**config.mk**
```make
export PLATFORM = sky130hd
export DESIGN_NAME = player_life_controller
export DESIGN_NICKNAME = d
export VERILOG_FILES = /design/src/rtl/player_life_controller.sv
export SDC_FILE = /design/constraint.sdc
export NUM_CORES = 1
export LEC_CHECK = 0
export ABC_AREA = 1
export ABC_CLOCK_PERIOD_IN_PS = 1430
export BUFFER_PORTS_ARGS = -buffer_cell sky130_fd_sc_hd__buf_2
export CORE_MARGIN = 8
export CORE_UTILIZATION = 41
export CTS_BUF_LIST = sky130_fd_sc_hd__clkbuf_4 sky130_fd_sc_hd__clkbuf_8
export DETAILED_ROUTE_END_ITERATION = 7
export PLACE_DENSITY = 0.64
export SLEW_MARGIN = 10
export SYNTH_ARGS = -nofsm -noshare
export SYNTH_HDL_FRONTEND = slang
export SYNTH_SLANG_ARGS = --single-unit
```
**constraint.sdc**
```tcl
create_clock -name clk -period 1.43 [get_ports clk]
set_clock_uncertainty 0.1 [all_clocks]
set_input_delay 0 -clock clk [delete_from_list [all_inputs] [get_ports clk]]
set_output_delay 0 -clock clk [all_outputs]
set_load 0.01 [all_outputs]
```
**src/rtl/player_life_controller.sv**
```systemverilog
// Player life/hit controller: tracks lives, freezes the player after a hit,
// then blinks the sprite through a post-hit invulnerability window.
module player_life_controller #(
    parameter int START_LIVES   = 3,
    parameter int HIT_FRAMES    = 60,
    parameter int INVULN_FRAMES = 90,
    parameter int BLINK_LOG2    = 3
) (
    input  logic       clk,
    input  logic       resetN,
    input  logic       startOfFrame,
    input  logic       standBy,
    input  logic       gameEnded,
    input  logic       collisionAlienShot_Player,
    output logic [2:0] livesLeft,
    output logic       playerVisible,
    output logic       playerFreeze,
    output logic       lifeLost,
    output logic       gameLose
);

    localparam int CNT_MAX  = (HIT_FRAMES > INVULN_FRAMES) ? HIT_FRAMES : INVULN_FRAMES;
    localparam int CNT_BITS = (CNT_MAX > 1) ? $clog2(CNT_MAX) : 1;
    // Counter must be wide enough to expose the blink bit even for short windows.
    localparam int CNT_W    = (CNT_BITS > BLINK_LOG2) ? CNT_BITS : BLINK_LOG2 + 1;

    localparam logic [2:0]       LIVES_INIT = 3'(START_LIVES);
    localparam logic [CNT_W-1:0] HIT_LAST   = CNT_W'(HIT_FRAMES - 1);
    localparam logic [CNT_W-1:0] INV_LAST   = CNT_W'(INVULN_FRAMES - 1);

    typedef enum logic [2:0] {
        IDLE,
        ALIVE,
        HIT,
        INVULN,
        DEAD
    } state_t;

    state_t           state;
    state_t           state_nxt;
    logic [CNT_W-1:0] frame_cnt;
    logic [CNT_W-1:0] frame_cnt_nxt;
    logic [2:0]       lives_nxt;
    logic             visible_nxt;
    logic             freeze_nxt;
    logic             lost_nxt;
    logic             lose_nxt;
    logic             play_game;

    always_comb play_game = !(standBy || gameEnded);

    always_ff @(posedge clk or negedge resetN) begin
        if (!resetN) begin
            state         <= IDLE;
            frame_cnt     <= '0;
            livesLeft     <= LIVES_INIT;
            playerVisible <= 1'b1;
            playerFreeze  <= 1'b1;
            lifeLost      <= 1'b0;
            gameLose      <= 1'b0;
        end else begin
            state         <= state_nxt;
            frame_cnt     <= frame_cnt_nxt;
            livesLeft     <= lives_nxt;
            playerVisible <= visible_nxt;
            playerFreeze  <= freeze_nxt;
            lifeLost      <= lost_nxt;
            gameLose      <= lose_nxt;
        end
    end

    always_comb begin
        state_nxt     = state;
        frame_cnt_nxt = frame_cnt;
        lives_nxt     = livesLeft;
        lost_nxt      = 1'b0;

        case (state)
            IDLE: begin
                lives_nxt     = LIVES_INIT;
                frame_cnt_nxt = '0;
                if (startOfFrame && play_game)
                    state_nxt = ALIVE;
            end
            ALIVE: begin
                // Leaving the game takes priority over a coincident hit.
                if (!play_game) begin
                    state_nxt     = IDLE;
                    lives_nxt     = LIVES_INIT;
                    frame_cnt_nxt = '0;
                end else if (collisionAlienShot_Player) begin
                    lost_nxt      = 1'b1;
                    frame_cnt_nxt = '0;
                    if (livesLeft > 3'd1) begin
                        lives_nxt = livesLeft - 3'd1;
                        state_nxt = HIT;
                    end else begin
                        lives_nxt = 3'd0;
                        state_nxt = DEAD;
                    end
                end
            end
            HIT: begin
                if (!play_game) begin
                    state_nxt     = IDLE;
                    lives_nxt     = LIVES_INIT;
                    frame_cnt_nxt = '0;
                end else if (startOfFrame) begin
                    if (frame_cnt == HIT_LAST) begin
                        state_nxt     = INVULN;
                        frame_cnt_nxt = '0;
                    end else begin
                        frame_cnt_nxt = frame_cnt + 1'b1;
                    end
                end
            end
            INVULN: begin
                if (!play_game) begin
                    state_nxt     = IDLE;
                    lives_nxt     = LIVES_INIT;
                    frame_cnt_nxt = '0;
                end else if (startOfFrame) begin
                    if (frame_cnt == INV_LAST) begin
                        state_nxt     = ALIVE;
                        frame_cnt_nxt = '0;
                    end else begin
                        frame_cnt_nxt = frame_cnt + 1'b1;
                    end
                end
            end
            DEAD: begin
                lives_nxt = 3'd0;
                if (standBy) begin
                    state_nxt     = IDLE;
                    lives_nxt     = LIVES_INIT;
                    frame_cnt_nxt = '0;
                end
            end
            default: begin
                state_nxt     = IDLE;
                lives_nxt     = LIVES_INIT;
                frame_cnt_nxt = '0;
            end
        endcase

        // Sprite controls are decoded from the upcoming state so they stay registered.
        visible_nxt = 1'b1;
        freeze_nxt  = 1'b1;
        lose_nxt    = 1'b0;
        case (state_nxt)
            ALIVE:   freeze_nxt = 1'b0;
            INVULN: begin
                freeze_nxt  = 1'b0;
                visible_nxt = !frame_cnt_nxt[BLINK_LOG2];
            end
            DEAD: begin
                visible_nxt = 1'b0;
                lose_nxt    = 1'b1;
            end
            default: begin
                visible_nxt = 1'b1;
                freeze_nxt  = 1'b1;
            end
        endcase
    end

endmodule

```
==> results by stage, run 1 <==
Status:
- The run finished, with violations left.
- The checks that failed: setup timing.

Floorplanning:
- The initial core utilization is 0.429.
- The core region is between 2000 and 2500 um2.
- The I/O pin total is 13.
- The count of standard-cell rows is 18.
- The die height is 66.9 um.
- The width of the die is 66.9 um.
- The die area is 4480 um2.

Placement:
- Detailed placement finished with a half-perimeter wire length of roughly 2000 um.
- The congestion estimate from routability-driven global placement came to roughly 0.87.
- The number of port buffers is 12.
- At the placement stage, the worst setup path has a slack of -0.0927 ns.

Worst setup path:
- The cell depth of the worst flop-to-flop path is 10.
- The capture point of the critical path is frame_cnt[3]$_DFF_PN0_.
- The internal reg-to-reg setup slack is -0.14 ns.
- Along the worst path, the maximum fanout reaches 5.
- The worst setup path is captured at a flip-flop.
- The required time at the worst-slack endpoint is 1.53 ns.
- The startpoint class of the critical path is a flip-flop.
- The startpoint identified for the worst register-to-register timing path is frame_cnt[0]$_DFFE_PN0P_.
- The most critical setup path has its startpoint at frame_cnt[0]$_DFFE_PN0P_.
- The arrival time reported for the critical path endpoint is 1.67 ns.
- The worst reg2reg path endpoint is frame_cnt[3]$_DFF_PN0_.
- By startpoint and endpoint, the worst setup path is classified as flip-flop to flip-flop.

Power:
- The part of the total power dissipated in sequential elements is 0.558.
- In this run the power spent charging and discharging nets is 230 uW.
- The share of power burned in the clock network is 0.327.
- Power comes to 887 uW.
- The net switching share of the total power is 0.260.
- The internal power is 657 uW.
- Across the VDD grid, the largest voltage drop is ~640 uV.
- The leakage dissipation is a little under 0.0008 uW.
- Power spread over the standard cell area amounts to just under 600 nW/um2.
- The combinational group share of total power is 0.115.

Logic synthesis:
- The synthesized area per cell is 7.14 um2.
- Of the post-synthesis cell area, the dominant cell type holds 0.306.
- Of the total synthesized cell area, the portion taken by XOR and XNOR cells is 0.00824.
- The combinational family with the most area after synthesis is simple AND/OR/NAND/NOR gates.
- The basic-gate share of the synthesized area counting and, or, nand and nor cells is 0.361.
- The number of instances in the synthesized netlist is 149.
- The synthesized flop and latch total is 17.
- The commonest cells after synthesis are 36 x sky130_fd_sc_hd__nand2_1, 26 x sky130_fd_sc_hd__inv_1, 17 x sky130_fd_sc_hd__nand3_1, 16 x sky130_fd_sc_hd__nor2_1, 13 x sky130_fd_sc_hd__dfrtp_1.
- In the synthesized netlist the dominant register cell turns out to be sky130_fd_sc_hd__dfrtp_1.
- The number of distinct library cell variants in the gate-level netlist after synthesis is 20.
- The share of synthesized registers carrying an async set or reset is 1.00.
- After synthesis, the share of cell area in mux cells is 0.
- Of the total synthesized cell area, the portion taken by full adders, half adders and majority gates is 0.0471.
- The synthesized net count is about 160.
- The sequential element share of the synthesized area is 0.405.
- By area the synthesized netlist is led by sky130_fd_sc_hd__dfrtp_1 31%, sky130_fd_sc_hd__nand2_1 13%, sky130_fd_sc_hd__dfstp_2 9.9%, sky130_fd_sc_hd__inv_1 9.2%, sky130_fd_sc_hd__nand3_1 8.0%.
- In this run, synthesis inferred 0 flip-flops with an integrated enable.
- The largest total area in the synthesized netlist belongs to sky130_fd_sc_hd__dfrtp_1.
- For this run, the number of Yosys warnings is 0.
- After synthesis the cells add up to 1060 um2.
- In the post-synthesis netlist, the cell with the most instances is sky130_fd_sc_hd__nand2_1.
- The synthesized-area fraction occupied by ao, oa, aoi and oai cells is 0.0765.

Timing:
- Setup violations remaining at the end of the flow were counted as 12.
- The time the final worst path needs with I/O delays and setup is 1.57 ns.
- Once routing completed, OpenROAD measured the worst setup slack at -0.144 ns.
- The transition time at the pin with the least slew margin is 0.508 ns.
- The worst hold margin is 0.0431 ns.
- Adding up every negative setup slack in the final design gives -0.645 ns.
- The final hold violation count was 0.
- Dividing the final minimum period by the clock period gives 1.10.
- The number of pins with negative max-slew slack in the final report was 0.
- Timing would allow up to 635 MHz.
- Setup repair after global routing could not meet its margin everywhere.
- The worst pin sits at a relative slew slack of 0.660.

Drt:
- The first routing iteration left 62 violations.
- For this block, the routed nets add up to 2970 um of wire.
- The post-route antenna net violation count is 0.
- The post-detailed-route via-to-cell ratio is 5.19.
- The first-pass iteration count of the detailed router is 4.
- The mean routed wirelength per cell is 13.7 um.
- The highest layer touched by signal routing is met4.
- The routed length on met1 is 1220 um.
- For this run, design rule violations remaining after detail routing come to 0.
- The overall via count from detail_route is 1,127.
- The wire length on met2 is 1490 um.
- The detailed route wirelength on metal3 is 147 um.

Finish:
- The number of diodes added for antenna fixing is 0.
- Of the cells placed in the final design, the portion with a size suffix greater than 1 is 0.439.
- The area overhead of the layout relative to synthesis is 42.8%.
- The number of nets in the layout is 198.
- The utilization of the core after routing is 0.613.

Flow run:
- The max-capacitance violation count is 0.

Clock tree:
- The H-tree level count is 1.
- For the worst-skew pair, the clock arrives at the later sink with an insertion delay of 0.30 ns.
- TritonCTS built the clock tree.
- The total clock buffers created by CTS is 3.
- The clock drives 17 sinks.
- After clock tree synthesis, the clock-pin slew on the worst setup and hold paths is 0.11 ns.
- The clock passes through at most 2 buffers.
- The library cell used as clock root buffer is sky130_fd_sc_hd__clkbuf_4.

Global route:
- Entering global routing, the biggest net connects 18 pins.
- The total routing usage reported by global routing is 0.139.
- The first global-routing pass estimated approximately 4900 um of wire.
- The initial antenna violation count is 0.
- The via count of the first global-routing pass is 1,137.
- The total global routing overflow is 0.

Hold path:
- The number of stages on the worst hold path is 4.
- The worst hold path belongs to the class primary input to flip-flop.
timing repair:
action	4_1_cts	5_1_grt
endpoints found under the setup margin	15	16
pin swaps	11	15
resized for setup	23	22
endpoints found under the hold margin	19	0
buffers inserted	3	1
hold buffers	4	0
cloned	0	0
state kept, by name, summed over array words and instances, names as in the netlist:
signal	count
frame_cnt	7
livesLeft	3
state	3
gameLose	1
lifeLost	1
playerFreeze	1
playerVisible	1
per-layer routing:
metal | global-route usage | up-vias
met2 | 0.250 | 41
met4 | 0.0470 | 0
met5 | 0 | -
met1 | 0.149 | 523
li1 | - | 545
met3 | 0.0419 | 18
logic make-up (layout without fill, tap and decap cells):
family          Yosys count  after routing
buf+inv                  29             67
xor+xnor                  1              1
compound gates           16             16
flops                    17             17
fa+ha+maj                 4              4
simple gates             82             82
how the worst min path moves through the flow:
stage	startpoint	endpoint
3_3_place_gp	resetN	frame_cnt[5]$_DFFE_PN0P_
4_1_cts	standBy	lifeLost$_DFF_PN0_
6_report	standBy	state[2]$_DFF_PN0_
2_1_floorplan	resetN	frame_cnt[0]$_DFFE_PN0P_
5_1_grt	standBy	gameLose$_DFF_PN0_
3_5_place_dp	resetN	frame_cnt[5]$_DFFE_PN0P_
worst max-delay path: stages (launching register included):
cell and delay [ns]:
sky130_fd_sc_hd__dfrtp_1 0.41, sky130_fd_sc_hd__ha_2 0.21, sky130_fd_sc_hd__inv_2 0.04, sky130_fd_sc_hd__nor2_2 0.12, sky130_fd_sc_hd__nand3_2 0.12, sky130_fd_sc_hd__nand2_2 0.12
sky130_fd_sc_hd__nand2_4 0.08, sky130_fd_sc_hd__nand2_2 0.08, sky130_fd_sc_hd__nand2_2 0.05, sky130_fd_sc_hd__nand2_2 0.08, sky130_fd_sc_hd__o21ai_2 0.05
through the flow:
step	instances	instance area, um2
finish	217	1520
global route	217	1520
CTS	216	1440
detailed placement	205	1280
global placement	205	1280
floorplan	149	1080
power groups by stage:
stage	registers (uW)	clock network, uW	logic, uW
3_5_place_dp	503	0	78.2
5_1_grt	496	318	112
3_3_place_gp	503	0	77.1
2_1_floorplan	504	0	35.5
4_1_cts	495	295	94.0
6_report	496	290	102
layout make-up:
class                      count  area (um2)
multi-input combinational    103         669
fill                         228         958
clock buffer                   4        30.0
sequential                    17         430
timing repair buffer          34         243
tap                           30        37.5
inverter                      29         109
layout by cell type (no fill, tap or decap), drive strengths merged, types with 2 or more instances in the layout:
cell,n
a21oi,2
buf,30
clkbuf,4
dfrtp,13
dfstp,4
dlygate4sd3,4
ha,4
inv,29
nand2,39
nand3,17
nand4,3
nor2,20
nor3b,2
o21ai,13
Note: power is estimated with default switching activity, not from simulation.
==> inputs of run 2 (changes only) <==
CORE_UTILIZATION = 53   (was 41)
PLACE_DENSITY = 0.79   (was 0.64)
SKIP_CTS_REPAIR_TIMING = 1   (was unset)
==> results by stage, run 2 (synthesis results as in run 1) <==
Clock tree:
- The clock latency reported for the late side of the worst-skew pair is 0.29 ns (was 0.30 ns).
- The H-tree level count came to 1 (unchanged).
- The largest buffer count on any clock path is 2 (unchanged).
- The library cell used as clock root buffer is sky130_fd_sc_hd__clkbuf_4 (unchanged).
- The CTS tree was built (unchanged).
- The total clock buffers created by CTS is 3 (unchanged).
- The sink count of the clock tree is 17 (unchanged).
- The clock transition at the registers of the reported paths is 0.10 ns (was 0.11 ns).

Worst setup path:
- The buffering stage count on the worst path with inverters included was 1 (unchanged).
- The critical path's slowest cell is sky130_fd_sc_hd__dfrtp_1 (unchanged).
- The critical path class is flip-flop to flip-flop (unchanged).
- The required time at the worst-slack endpoint came to 1.51 ns (was 1.53 ns).
- The kind of cell adding the most delay to the critical path is simple AND/OR/NAND/NOR gates (unchanged).
- The category of the worst setup path capture point is a flip-flop (unchanged).
- Cells along the critical path: ha_4 -> inv_2 -> nor2_1 -> nand3_1 -> nand2_1 -> nand2_4 -> a21oi_1 -> nor2_1 (was ha_2 -> inv_2 -> nor2_2 -> nand3_2 -> nand2_2 -> nand2_4 -> nand2_2 -> nand2_2 -> nand2_2 -> o21ai_2).
- The arrival time reported for the critical path endpoint is 1.61 ns (was 1.67 ns).
- The maximum cell stage delay along the critical path is 0.44 ns (was 0.41 ns).
- The startpoint class of the critical path is a flip-flop (unchanged).
- The critical-path maximum fanout is 5 (unchanged).
- The most used cell along the critical path is sky130_fd_sc_hd__nor2_1 (was sky130_fd_sc_hd__nand2_2).

Drt:
- The total wirelength of the detailed-routed design came to 3050 um (was 2970 um).
- The first-pass iteration count of the detailed router is 4 (unchanged).
- The overall via count from detail_route is 1,133 (was 1,127).
- The post-detailed-route via-to-cell ratio is 5.29 (was 5.19).
- The post-detailed-route DRC marker count is 0 (unchanged).
- The mean routed wirelength per cell is 14.3 um (was 13.7 um).
- The post-route antenna net violation count came to 0 (unchanged).
- The starting DRC count in detailed routing is 41 (was 62).

Global route:
- The total routing usage reported by global routing is 0.139 (about the same).
- The wire length of the first global-routing pass came to 4020 um (was 4860 um).
- The total global routing overflow is 0 (unchanged).
- The initial antenna violation count is 0 (unchanged).
- The largest net degree at the start of global routing is 18 (unchanged).
- The via count of the first global-routing pass was 988 (was 1,137).

Timing:
- The final hold violation count is 1 (was 0).
- The share of the cycle needed by the critical path after routing was 1.07 (was 1.10).
- The minimum setup slack in the final design is -0.106 ns (was -0.144 ns).
- The upper clock frequency limit is 651 MHz (was 635 MHz).
- The time the final worst path needs with I/O delays and setup is 1.54 ns (was 1.57 ns).
- The worst hold margin is -0.0257 ns (was 0.0431 ns).
- RSZ-0062 raised after global routing: true (unchanged).
- The relative slew slack was 0.730 (was 0.660).
- The final setup violation count is 15 (was 12).
- The number of pins with negative max-slew slack in the final report is 0 (unchanged).
- The transition time at the pin with the least slew margin is 0.403 ns (was 0.508 ns).

Placement:
- The global placer's final weighted congestion was 1.02 (was 0.867).
- The number of port buffers is 12 (unchanged).
- The HPWL after detailed placement is 1950 um (was 2000 um).
- The total instance count after detailed placement is 202 (was 205).

Finish:
- The number of diodes added for antenna fixing was 0 (unchanged).
- Largest registers: frame_cnt: 7 flops, livesLeft: 3 flops, state: 3 flops (unchanged).
- The utilization of the core after routing was 0.796 (was 0.613).
- The final instance count without filler cells is 214 (was 217).
- The area overhead of the layout relative to synthesis was 43.8% (was 42.8%).
- The number of nets in the layout is 198 (unchanged).
- Most frequent cells in the layout: 30 x sky130_fd_sc_hd__nand2_1, 21 x sky130_fd_sc_hd__inv_1, 18 x sky130_fd_sc_hd__buf_4 (was 29 x sky130_fd_sc_hd__nand2_1, 22 x sky130_fd_sc_hd__inv_1, 16 x sky130_fd_sc_hd__buf_4).
- The leading cell type in the layout, fill and taps excluded is sky130_fd_sc_hd__nand2_1 (unchanged).
- The most flop-heavy register is frame_cnt (unchanged).
- The fraction of layout instances using a drive strength above 1 is 0.433 (was 0.439).
- The number of flip-flops in the largest register came to 7 (unchanged).

Hold path:
- The worst hold-check path type is primary input to flip-flop (unchanged).

Floorplanning:
- The width of the die was 60.8 um (was 66.9 um).
- The die area is 3700 um2 (was 4480 um2).
- The floorplan core area is 1920 um2 (was 2480 um2).
- The initial core utilization is 0.553 (was 0.429).
- The count of standard-cell rows came to 16 (was 18).
- The I/O pin total was 13 (unchanged).
- The die height is 60.8 um (was 66.9 um).

Power:
- The largest voltage drop on the vdd net is 697 uV (was 639 uV).
- The power per cell area was 568 nW/um2 (was 584 nW/um2).
- The leakage dissipation came to 0.000786 uW (was 0.000776 uW).

Status:
- Run status: complete, but fails checks (unchanged).
- Violated checks: hold timing, setup timing (was setup timing).

Flow run:
- The max-capacitance violation count came to 0 (unchanged).
[run 2: layout make-up]
| class | instances | area, um2 |
|---|---|---|
| Multi-Input combinational cell | 103 | 688 |
| Sequential cell | 17 | 432 |
| Fill cell | 144 | 393 |
| Timing Repair Buffer | 34 | 236 |
| Inverter | 29 | 109 |
| Tap cell | 27 | 33.8 |
| Clock buffer | 4 | 30.0 |
[run 2: final timing paths]
check | from | endpoint | slack, ns | cells past startpoint
setup / recovery | frame_cnt[1]$_DFFE_PN0P_ | frame_cnt[6]$_DFFE_PN0P_ | -0.11 | 8
hold / removal | startOfFrame | playerVisible$_DFF_PN1_ | -0.03 | 5
setup reg to reg | frame_cnt[1]$_DFFE_PN0P_ | frame_cnt[6]$_DFFE_PN0P_ | -0.11 | 8
hold reg to reg | livesLeft[0]$_DFFE_PN1P_ | livesLeft[0]$_DFFE_PN1P_ | 0.47 | 2
max in group asynchronous | resetN | livesLeft[1]$_DFFE_PN1P_ | 0.86 | 2
min in group asynchronous | resetN | frame_cnt[2]$_DFFE_PN0P_ | 0.05 | 2
[run 2: report_power, final]
part / switching, uW / internal (uW)
clock: 145 / 127
combinational: 63.0 / 37.7
sequential: 5.42 / 490
[run 2: worst register-to-register path: cells and delay by family (launching register included)]
family                     cells  cell delay (ns)
DFF                            1             0.44
and+or+nand+nor                5             0.54
adders and majority gates      1             0.16
AOI/OAI and AO/OA              1             0.17
buffers and inverters          1             0.03
[run 2: routing by layer]
| layer | share of wire | track usage | vias to the layer above |
|---|---|---|---|
| met4 | 0.031 | 0.00997 | 0 |
| met5 | 0 | 0 | - |
| li1 | - | - | 546 |
| met1 | 0.39 | 0.178 | 541 |
| met2 | 0.53 | 0.246 | 33 |
| met3 | 0.039 | 0.0233 | 13 |
[run 2: metrics by stage]
stage               instance area (um2)  hold WS, ns  setup TNS, ns  total power [uW]  setup WS (ns)
detailed placement                 1280       -0.160         -0.723               578         -0.117
global placement                   1280       -0.164        -0.0939               576        -0.0240
floorplan                          1080       -0.396       -0.00926               540       -0.00337
finish                             1530      -0.0257         -0.870               868         -0.106
CTS                                1310       -0.473          -1.00               845         -0.145
global route                       1530       0.0109          -1.80               902         -0.192
